===== src/rtl/link_seq_pkg.sv =====
// link_seq_pkg: shared types and defaults for the link sequencer.
//   state_e        - frame controller states
//   popcount()     - number of set bits in a 32-bit word
//   *_D constants  - default parameter values for the sequencer
package link_seq_pkg;

    localparam int unsigned FRAME_BITS_D  = 7;
    localparam int unsigned TAIL_BITS_D   = 2;
    localparam int unsigned BIT_DIV_D     = 200;
    localparam int unsigned DEC_TIMEOUT_D = 16;

    typedef enum logic [1:0] {
        ST_IDLE,
        ST_SEND,
        ST_DRAIN,
        ST_DONE
    } state_e;

    function automatic int unsigned popcount(input logic [31:0] v);
        int unsigned n;
        n = 0;
        for (int unsigned i = 0; i < 32; i++) begin
            n = n + {31'b0, v[i]};
        end
        return n;
    endfunction

endpackage


===== src/rtl/link_sequencer_strobe_gen.sv =====
// strobe_gen: single-clock bit/symbol strobe generator.
//   clk, rst_n  - clock, asynchronous active-low reset
//   clr_i       - force the divider to 0 (frame start)
//   en_i        - divider runs while high
//   bit_stb_o   - one-cycle pulse when div_cnt == BIT_DIV-1
//   sym_stb_o   - one-cycle pulse at div_cnt == BIT_DIV/2-1 and BIT_DIV-1
module strobe_gen
    import link_seq_pkg::*;
#(
    parameter int unsigned BIT_DIV = BIT_DIV_D
) (
    input  logic clk,
    input  logic rst_n,
    input  logic clr_i,
    input  logic en_i,
    output logic bit_stb_o,
    output logic sym_stb_o
);

    localparam int unsigned DW = $clog2(BIT_DIV);
    localparam logic [DW-1:0] LAST = DW'(BIT_DIV - 1);
    localparam logic [DW-1:0] HALF = DW'(BIT_DIV / 2 - 1);

    logic [DW-1:0] div_q, div_d;
    logic          bit_q, sym_q;

    always_comb begin
        div_d = div_q;
        if (clr_i) begin
            div_d = '0;
        end else if (en_i) begin
            div_d = (div_q == LAST) ? '0 : div_q + 1'b1;
        end
    end

    // Strobes are decoded from the next divider value so they come straight
    // out of flops and line up with the cycle in which div_cnt holds the value.
    always_ff @(posedge clk or negedge rst_n) begin
        if (!rst_n) begin
            div_q <= '0;
            bit_q <= 1'b0;
            sym_q <= 1'b0;
        end else begin
            div_q <= div_d;
            bit_q <= en_i && (div_d == LAST);
            sym_q <= en_i && ((div_d == LAST) || (div_d == HALF));
        end
    end

    assign bit_stb_o = bit_q;
    assign sym_stb_o = sym_q;

endmodule


===== src/rtl/link_sequencer.sv =====
// link_sequencer: frame-level controller for the convolutional-coding link.
// Loads a frame (plus zero tail) into the encoder one bit per bit strobe,
// releases the decoder reset, gathers decoded bits and reports the frame.
//   clk, rst_n          - clock, asynchronous active-low reset
//   start, frame_in     - frame request (IDLE only) and message, MSB first
//   bit_stb, sym_stb    - bit / coded-symbol strobes
//   enc_x, enc_en       - encoder input bit and its qualifier
//   dec_rst_n           - decoder reset, released for SEND/DRAIN
//   dec_ready, dec_c    - decoder output valid / decoded bit
//   busy, done          - activity flag, one-cycle completion pulse
//   frame_out, err_cnt  - received frame, Hamming distance vs sent frame
//   timeout             - decoder did not deliver a full frame in time
// Optional feature: define LINK_SEQ_BER_EN to build the bit-error counter;
// without it err_cnt is tied to 0.
module link_sequencer
    import link_seq_pkg::*;
#(
    parameter int unsigned FRAME_BITS  = FRAME_BITS_D,
    parameter int unsigned TAIL_BITS   = TAIL_BITS_D,
    parameter int unsigned BIT_DIV     = BIT_DIV_D,
    parameter int unsigned DEC_TIMEOUT = DEC_TIMEOUT_D
) (
    input  logic                            clk,
    input  logic                            rst_n,
    input  logic                            start,
    input  logic [FRAME_BITS-1:0]           frame_in,
    output logic                            bit_stb,
    output logic                            sym_stb,
    output logic                            enc_x,
    output logic                            enc_en,
    output logic                            dec_rst_n,
    input  logic                            dec_ready,
    input  logic                            dec_c,
    output logic                            busy,
    output logic                            done,
    output logic [FRAME_BITS-1:0]           frame_out,
    output logic [$clog2(FRAME_BITS+1)-1:0] err_cnt,
    output logic                            timeout
);

    localparam int unsigned TXW = FRAME_BITS + TAIL_BITS;
    localparam int unsigned BCW = $clog2(TXW + 1);
    localparam int unsigned RCW = $clog2(FRAME_BITS + 1);
    localparam int unsigned WCW = $clog2(DEC_TIMEOUT + 1);

    state_e                state_q;
    logic [TXW-1:0]        tx_q;
    logic [BCW-1:0]        bit_cnt_q;
    logic [FRAME_BITS-1:0] rx_q, rx_d;
    logic [RCW-1:0]        rx_cnt_q, rx_cnt_d;
    logic [WCW-1:0]        wait_cnt_q;
    logic                  enc_en_q, dec_rst_n_q, busy_q, done_q, timeout_q;
    logic [FRAME_BITS-1:0] frame_out_q;

    logic running, capture, rx_full, timed_out, finish, accept;

    strobe_gen #(
        .BIT_DIV(BIT_DIV)
    ) u_strobe (
        .clk      (clk),
        .rst_n    (rst_n),
        .clr_i    (accept),
        .en_i     (running),
        .bit_stb_o(bit_stb),
        .sym_stb_o(sym_stb)
    );

    always_comb begin
        accept    = (state_q == ST_IDLE) && start;
        running   = (state_q == ST_SEND) || (state_q == ST_DRAIN);
        capture   = running && bit_stb && dec_ready && (rx_cnt_q != RCW'(FRAME_BITS));
        rx_d      = capture ? {rx_q[FRAME_BITS-2:0], dec_c} : rx_q;
        rx_cnt_d  = capture ? rx_cnt_q + 1'b1 : rx_cnt_q;
        rx_full   = capture && (rx_cnt_d == RCW'(FRAME_BITS));
        timed_out = (state_q == ST_DRAIN) && bit_stb && !rx_full &&
                    (wait_cnt_q == WCW'(DEC_TIMEOUT - 1));
        finish    = rx_full || timed_out;
    end

    always_ff @(posedge clk or negedge rst_n) begin
        if (!rst_n) begin
            state_q     <= ST_IDLE;
            tx_q        <= '0;
            bit_cnt_q   <= '0;
            rx_q        <= '0;
            rx_cnt_q    <= '0;
            wait_cnt_q  <= '0;
            enc_en_q    <= 1'b0;
            dec_rst_n_q <= 1'b0;
            busy_q      <= 1'b0;
            done_q      <= 1'b0;
            timeout_q   <= 1'b0;
            frame_out_q <= '0;
        end else begin
            done_q <= 1'b0;
            unique case (state_q)
                ST_IDLE: begin
                    if (start) begin
                        tx_q        <= {frame_in, {TAIL_BITS{1'b0}}};
                        bit_cnt_q   <= '0;
                        rx_q        <= '0;
                        rx_cnt_q    <= '0;
                        wait_cnt_q  <= '0;
                        enc_en_q    <= 1'b1;
                        dec_rst_n_q <= 1'b1;
                        busy_q      <= 1'b1;
                        state_q     <= ST_SEND;
                    end
                end
                ST_SEND: begin
                    rx_q     <= rx_d;
                    rx_cnt_q <= rx_cnt_d;
                    if (bit_stb) begin
                        tx_q      <= tx_q << 1;
                        bit_cnt_q <= bit_cnt_q + 1'b1;
                        if (bit_cnt_q == BCW'(TXW - 1)) begin
                            enc_en_q <= 1'b0;
                            state_q  <= ST_DRAIN;
                        end
                    end
                end
                ST_DRAIN: begin
                    rx_q     <= rx_d;
                    rx_cnt_q <= rx_cnt_d;
                    if (bit_stb) begin
                        wait_cnt_q <= wait_cnt_q + 1'b1;
                    end
                end
                ST_DONE: begin
                    busy_q  <= 1'b0;
                    state_q <= ST_IDLE;
                end
                default: state_q <= ST_IDLE;
            endcase
            // Completion overrides the per-state updates above; the report
            // uses rx_d so the bit captured on this strobe is included.
            if (finish) begin
                state_q     <= ST_DONE;
                done_q      <= 1'b1;
                enc_en_q    <= 1'b0;
                dec_rst_n_q <= 1'b0;
                frame_out_q <= rx_d;
                timeout_q   <= timed_out;
            end
        end
    end

`ifdef LINK_SEQ_BER_EN
    logic [FRAME_BITS-1:0] tx_ref_q;
    logic [RCW-1:0]        err_q;

    always_ff @(posedge clk or negedge rst_n) begin
        if (!rst_n) begin
            tx_ref_q <= '0;
            err_q    <= '0;
        end else begin
            if (accept) begin
                tx_ref_q <= frame_in;
            end
            if (finish) begin
                err_q <= RCW'(popcount(32'(rx_d ^ tx_ref_q)));
            end
        end
    end

    assign err_cnt = err_q;
`else
    assign err_cnt = '0;
`endif

    assign enc_x     = tx_q[TXW-1];
    assign enc_en    = enc_en_q;
    assign dec_rst_n = dec_rst_n_q;
    assign busy      = busy_q;
    assign done      = done_q;
    assign frame_out = frame_out_q;
    assign timeout   = timeout_q;

endmodule

===== config.mk =====
export PLATFORM = sky130hd
export DESIGN_NAME = link_sequencer
export DESIGN_NICKNAME = d
export VERILOG_FILES = /design/src/rtl/link_seq_pkg.sv /design/src/rtl/link_sequencer_strobe_gen.sv /design/src/rtl/link_sequencer.sv
export SDC_FILE = /design/constraint.sdc
export NUM_CORES = 1
export LEC_CHECK = 0
export BUFFER_PORTS_ARGS = -buffer_cell sky130_fd_sc_hd__buf_4
export CORE_ASPECT_RATIO = 0.9
export CORE_MARGIN = 5
export CORE_UTILIZATION = 45
export CTS_CLUSTER_DIAMETER = 200
export DETAILED_ROUTE_END_ITERATION = 16
export PLACE_DENSITY = 0.66
export SKIP_CTS_REPAIR_TIMING = 1
export SKIP_LAST_GASP = 1
export SYNTH_ARGS = -nofsm -noshare
export SYNTH_HDL_FRONTEND = slang
export SYNTH_SLANG_ARGS = --single-unit

===== constraint.sdc =====
create_clock -name clk -period 6.2 [get_ports clk]
set_clock_uncertainty 0.2 [all_clocks]
set_input_delay 0.31 -clock clk [delete_from_list [all_inputs] [get_ports clk]]
set_output_delay 0.31 -clock clk [all_outputs]
set_load 0.02 [all_outputs]

## Yosys cells after proc, flatten, opt, wreduce, memory -nomap -nowiden

Index checks and enable logic that the tools add are counted.

| word-level totals | value |
|---|---|
| bits in registers | 52 |
| logic and storage cells | 98 |
| output and inout port bits | 18 |
| input port bits | 12 |

| operators by class | value |
|---|---|
| muxes and demuxes | 32 |
| equality and inequality tests | 16 |
| reduce and logical (&&, ||, !) cells | 31 |
| add/subtract/negate cells | 4 |

Operator list:

| operator | number |
|---|---|
| $mux 8 | 3 |
| $mux 9 | 2 |
| $pmux 9 s2 | 1 |
| $eq 8x8->1 const B | 2 |
| $mux 7 | 2 |
| $pmux 7 s2 | 1 |
| $reduce_bool 2->1 | 6 |
| $logic_and 1x1->1 | 10 |
| $mux 5 | 2 |
| $pmux 5 s2 | 1 |
| $add 8x1->8 const B | 1 |
| $eq 8x7->1 const B | 1 |
| $mux 2 | 4 |
| $mux 4 | 2 |
| $pmux 4 s2 | 1 |
| $reduce_and 4->1 | 2 |
| $mux 1 | 7 |
| $mux 3 | 2 |
| $ne 3x2->1 const B | 2 |
| $ne 3x3->1 const B | 2 |
| $pmux 2 s3 | 1 |
| $pmux 3 s2 | 1 |
| $reduce_and 2->1 | 3 |
| $reduce_and 3->1 | 2 |
| other kinds (17) | 22 |

## Logic depth before layout (Yosys ltp)

| logic depth | value |
|---|---|
| word-level depth | 14 |
| depth in mapped cells | 10 |

## Cells and area by module

A second synthesis with hierarchy kept.

| unflattened totals | value |
|---|---|
| cell total of the unflattened synthesis | 244 |
| area, all modules | 2,606.2 um^2 |

By module, submodules not included:

| module | seq. area each (um^2) | area each (um^2) | times used | cells an instance |
|---|---|---|---|---|
| link_sequencer | 1,001.0 | 2,015.7 | 1 | 189 |
| strobe_gen | 250.2 | 590.6 | 1 | 55 |

## Worst setup path before layout

OpenSTA, ideal clock, no wires.

| timing path | value |
|---|---|
| path type | reg-to-reg |
| start | register state_q[0] |
| end | register u_strobe.sym_q (netlist: u_strobe.sym_stb_o) |
| data arrival time | 1,933 ps |
| clock period less this slack | 2,206 ps |
| stages on the path, launching flop included | 8 |
| data required time | 5,927 ps |
| slack | 3,994 ps |
| cell sequence | dfrtp_1 -> inv_1 -> ha_1 -> nand4_2 -> mux2i_1 -> or3_1 -> or4_1 -> a21oi_2 |

| on the way | value |
|---|---|
| cells in the longest elaborated chain, start to end | 7 |

Ends and longest elaborated chain:

| item | RTL line | source |
|---|---|---|
| start: declaration | link_sequencer.sv:46 | `state_e state_q;` |
| start signal: assignment | link_sequencer.sv:82 | `state_q <= ST_IDLE;` |
| start signal: assignment | link_sequencer.sv:107 | `state_q <= ST_SEND;` |
| start signal: assignment | link_sequencer.sv:118 | `state_q <= ST_DRAIN;` |
| $eq 2x1->1 / $eq 2x2->1 (equally long branches) | link_sequencer.sv:70 | `running = (state_q == ST_SEND) \|\| (state_q == ST_DRAIN);` |
| $logic_or 1x1->1 | link_sequencer.sv:70 |  |
| $mux 8 | link_sequencer_strobe_gen.sv:31 | `end else if (en_i) begin` |
| $mux 8 | link_sequencer_strobe_gen.sv:29 | `if (clr_i) begin` |
| $eq 8x8->1 / $eq 8x7->1 (equally long branches) | link_sequencer_strobe_gen.sv:46 | `sym_q <= en_i && ((div_d == LAST) \|\| (div_d == HALF));` |
| $logic_or 1x1->1 | link_sequencer_strobe_gen.sv:46 |  |
| $logic_and 1x1->1 (*) | link_sequencer_strobe_gen.sv:46 |  |
| end signal: assignment | link_sequencer_strobe_gen.sv:46 |  |
| end: declaration | link_sequencer_strobe_gen.sv:25 | `logic bit_q, sym_q;` |

Every way passes the cells marked *; elsewhere a longest branch is shown, timed or not.
A chain may end at the register's enable or synchronous reset.

## Final worst setup path

| timing path | value |
|---|---|
| start | register state_q[0] |
| end | register bit_cnt_q[3] |

| on the way | value |
|---|---|
| cells in the longest elaborated chain, start to end | 3 |

Ends and longest elaborated chain:

| item | RTL line | source |
|---|---|---|
| $eq 2x1->1 / $logic_not 2->1 (equally long branches) | link_sequencer.sv:96 | `unique case (state_q)` |
| $ne 2x1->1 (no line), or another cell as far along | n/a |  |
| $reduce_and 3->1 (no line) | n/a |  |
| end signal: assignment | link_sequencer.sv:115 | `bit_cnt_q <= bit_cnt_q + 1'b1;` |
| end: declaration | link_sequencer.sv:48 | `logic [BCW-1:0] bit_cnt_q;` |

Several ways; a longest one is shown, not always the timed one.

==> impl_metrics.env <==
export IMPL_status="complete, no violations"
export IMPL_synth_top_cell_area_share=0.451
export IMPL_synth_warning_count=0
export IMPL_r2r_cells=7
export IMPL_whs_path_depth=3
export IMPL_synth_commonest_cells="dfrtp_1, nand2_1, a21oi_1"
export IMPL_die_x_um=92.7
export IMPL_drtAntennaViolNets=0
export IMPL_drc=0
export IMPL_yosys_area_top_type="dfrtp_1"
export IMPL_hold_viol=0
export IMPL_vdd_drop_max_mv=0.199
export IMPL_fin_crit_sh=0.497
export IMPL_path_max_fanout=22
export IMPL_setup_ws_ps=3120
export IMPL_grt_antenna_before_repair=0
export IMPL_holdCritStartpoint="frame_in[0]"
export IMPL_timing_rr_end="bit_cnt_q[3]"
export IMPL_ys_ff_latch=50
export IMPL_hpwl_mm=3.68
export IMPL_fp_dieH_um=84.5
export IMPL_fmax_mhz=325
export IMPL_tritoncts="built"
export IMPL_async_flop_share=1.00
export IMPL_critPathCaptureType="flop"
export IMPL_initial_core_util=0.458
export IMPL_grt_pass1_vias=2118
export IMPL_relSlewSlack=0.305
export IMPL_synth_area_um2=2770
export IMPL_gp_congestion=0.787
export IMPL_drive_gt1_frac=0.132
export IMPL_globalRouteOverflowTotal=0
export IMPL_reg2reg_slack_ps=3120
export IMPL_critical_path_top_delay_family="simple AND/OR/NAND/NOR gates"
export IMPL_synth_area_leaders="dfrtp_1, a21oi_1, nand2_1, ha_1, mux2i_1"
export IMPL_arrival_ps=3060
export IMPL_area_growth_pct=11.0
export IMPL_ys_types=49
export IMPL_viasPerCell=5.62
export IMPL_clock_sinks=50
export IMPL_numCtsBuffers=5
export IMPL_synth_enable_flop_cells=0
export IMPL_p_leak_nw=1.50
export IMPL_ys_seq_area_frac=0.451
export IMPL_grt_max_degree=51
export IMPL_p_total_mw=1.09
export IMPL_path_buf_inv=1
export IMPL_holdWs_ps=17.5
export IMPL_clockRootBuffer="clkbuf_8"
export IMPL_drv_slew=0
export IMPL_drt_initial_drc_count=108
export IMPL_rsz0062_at_grt="false"
export IMPL_pre_cts_ws_ps=3040
export IMPL_clk_path_buf_depth=2
export IMPL_placed_area_um2=2980
export IMPL_diodes=0
export IMPL_dr_total_vias=2196
export IMPL_hold_path_class="primary input to flop"
export IMPL_fin_crit_ps=3080
export IMPL_core_area_um2=6050
export IMPL_wl_per_cell_um=14.3
export IMPL_io_pins=30
export IMPL_clk_latency_ps=310
export IMPL_powerDensity_nw_per_um2=355
export IMPL_syn_avg_cell_area_um2=9.21
export IMPL_cts_max_level=2
export IMPL_required_ps=6180
export IMPL_drtPass1Iterations=4
export IMPL_setup_viol=0
export IMPL_final_nets=341
export IMPL_post_route_util=0.509
export IMPL_design_area_um2=3080
export IMPL_die_area_um2=7830
export IMPL_tightest_slew_ps=1040
export IMPL_place_inst=382
export IMPL_io_buffer_count=26
export IMPL_reg2reg_from="state_q[0]"
export IMPL_path_class="flop to flop"
export IMPL_finalNonFillerCells=391
export IMPL_clkTransAtPathRegs_ps=90
export IMPL_path_cells="inv_1 -> ha_1 -> nor2b_1 -> nor3_2 -> nand4_1 -> xor2_1 -> nor2_1"
export IMPL_cpMaxStageDelayCell="nor2b_1"
export IMPL_syn_inst=301
export IMPL_holdPathEnd="tx_q[2]"
export IMPL_synth_most_common_cell="dfrtp_1"
export IMPL_cap_violations=0
export IMPL_fillCellCount=555
export IMPL_synth_ff_type="dfrtp_1"
export IMPL_slowest_delay_ps=800
export IMPL_grt_first_pass_wirelength_mm=10.1
export IMPL_fin_setup_tns_ps=0
export IMPL_grt_util_all_layers=0.157
export IMPL_rows=27
export IMPL_crit_path_start_kind="flop"
export IMPL_drt_wl_total_mm=5.59
how the worst max path moves through the flow:
stage | from | end | slack, ps | depth (start not counted)
floorplan | state_q[0] | u_strobe.sym_stb_o | 3990 | 7
global placement | state_q[0] | bit_cnt_q[3] | 3190 | 7
detailed placement | state_q[0] | bit_cnt_q[3] | 3040 | 7
CTS | state_q[0] | bit_cnt_q[3] | 3040 | 7
global route | state_q[0] | bit_cnt_q[3] | 2790 | 7
finish | state_q[0] | bit_cnt_q[3] | 3120 | 7
state kept, by name, summed over array words and instances, names as in the netlist, 2 cells and up:
register / flops
tx_q: 7
frame_out: 7
bit_cnt_q: 4
u_strobe.div_q: 8
rx_q: 7
wait_cnt_q: 5
rx_cnt_q: 3
state_q: 2
per-layer routing:
metal	global-route usage	up-vias	routed length, µm
met5	0	-	0
met4	0.0466	0	66
met3	0.0332	8	271
met2	0.241	47	2590
met1	0.223	1055	2670
li1	-	1086	-
layout by cell type, fill, tap and decap left out, types with 2 or more instances in the layout:
cell type and count:
dfrtp_1 50, nand2_1 40, a21oi_1 30, buf_4 27
nor2_1 24, nand3_1 13, o21ai_0 12, inv_1 11
ha_1 11, mux2i_1 10, a221o_1 8, nand2b_1 7
nor2b_1 7, a21o_1 7, clkbuf_8 6, nand4_1 5
xor2_1 4, and3_1 3, a32oi_1 3, o211ai_1 3
conb_1 3, nand3b_1 2, a21oi_2 2, xnor2_1 2
nor3_2 2, nand4b_1 2, nor3_1 2, o21a_1 2
worst reg2reg max path, stage by stage (launching register included):
cell and delay [ps]:
dfrtp_1 410, inv_1 110, ha_1 670, nor2b_1 810
nor3_2 350, nand4_1 200, xor2_1 150, nor2_1 60
area by class of cell:
| type | count | area, µm² | area share |
|---|---|---|---|
| sequential | 50 | 1250 | 0.407 |
| inverter | 12 | 45.0 | 0.0146 |
| timing repair buffer | 28 | 213 | 0.0691 |
| multi-input combinational | 221 | 1390 | 0.451 |
| clock buffer | 7 | 86.3 | 0.0281 |
| tap | 72 | 90.1 | 0.0293 |
| clock inverter | 1 | 5.00 | 0.00163 |
where the power goes:
group	total [mW]	leakage (nW)	switching, mW	internal [mW]
registers	0.449	0.654	0.0557	0.393
clock network	0.201	0.0482	0.111	0.0904
logic	0.441	0.795	0.277	0.164
kinds of logic after synthesis:
logic type / after synthesis / synth area share
AO/OA/AOI/OAI: 74 / 0.175
other: 1 / 0.00135
buffers and inverters: 32 / 0.0528
XOR/XNOR: 6 / 0.0190
AND/OR/NAND/NOR: 117 / 0.214
flip-flops: 50 / 0.451
adder cells (fa/ha/maj): 11 / 0.0497
multiplexers: 10 / 0.0361
Power figures use the tool's default switching activity.
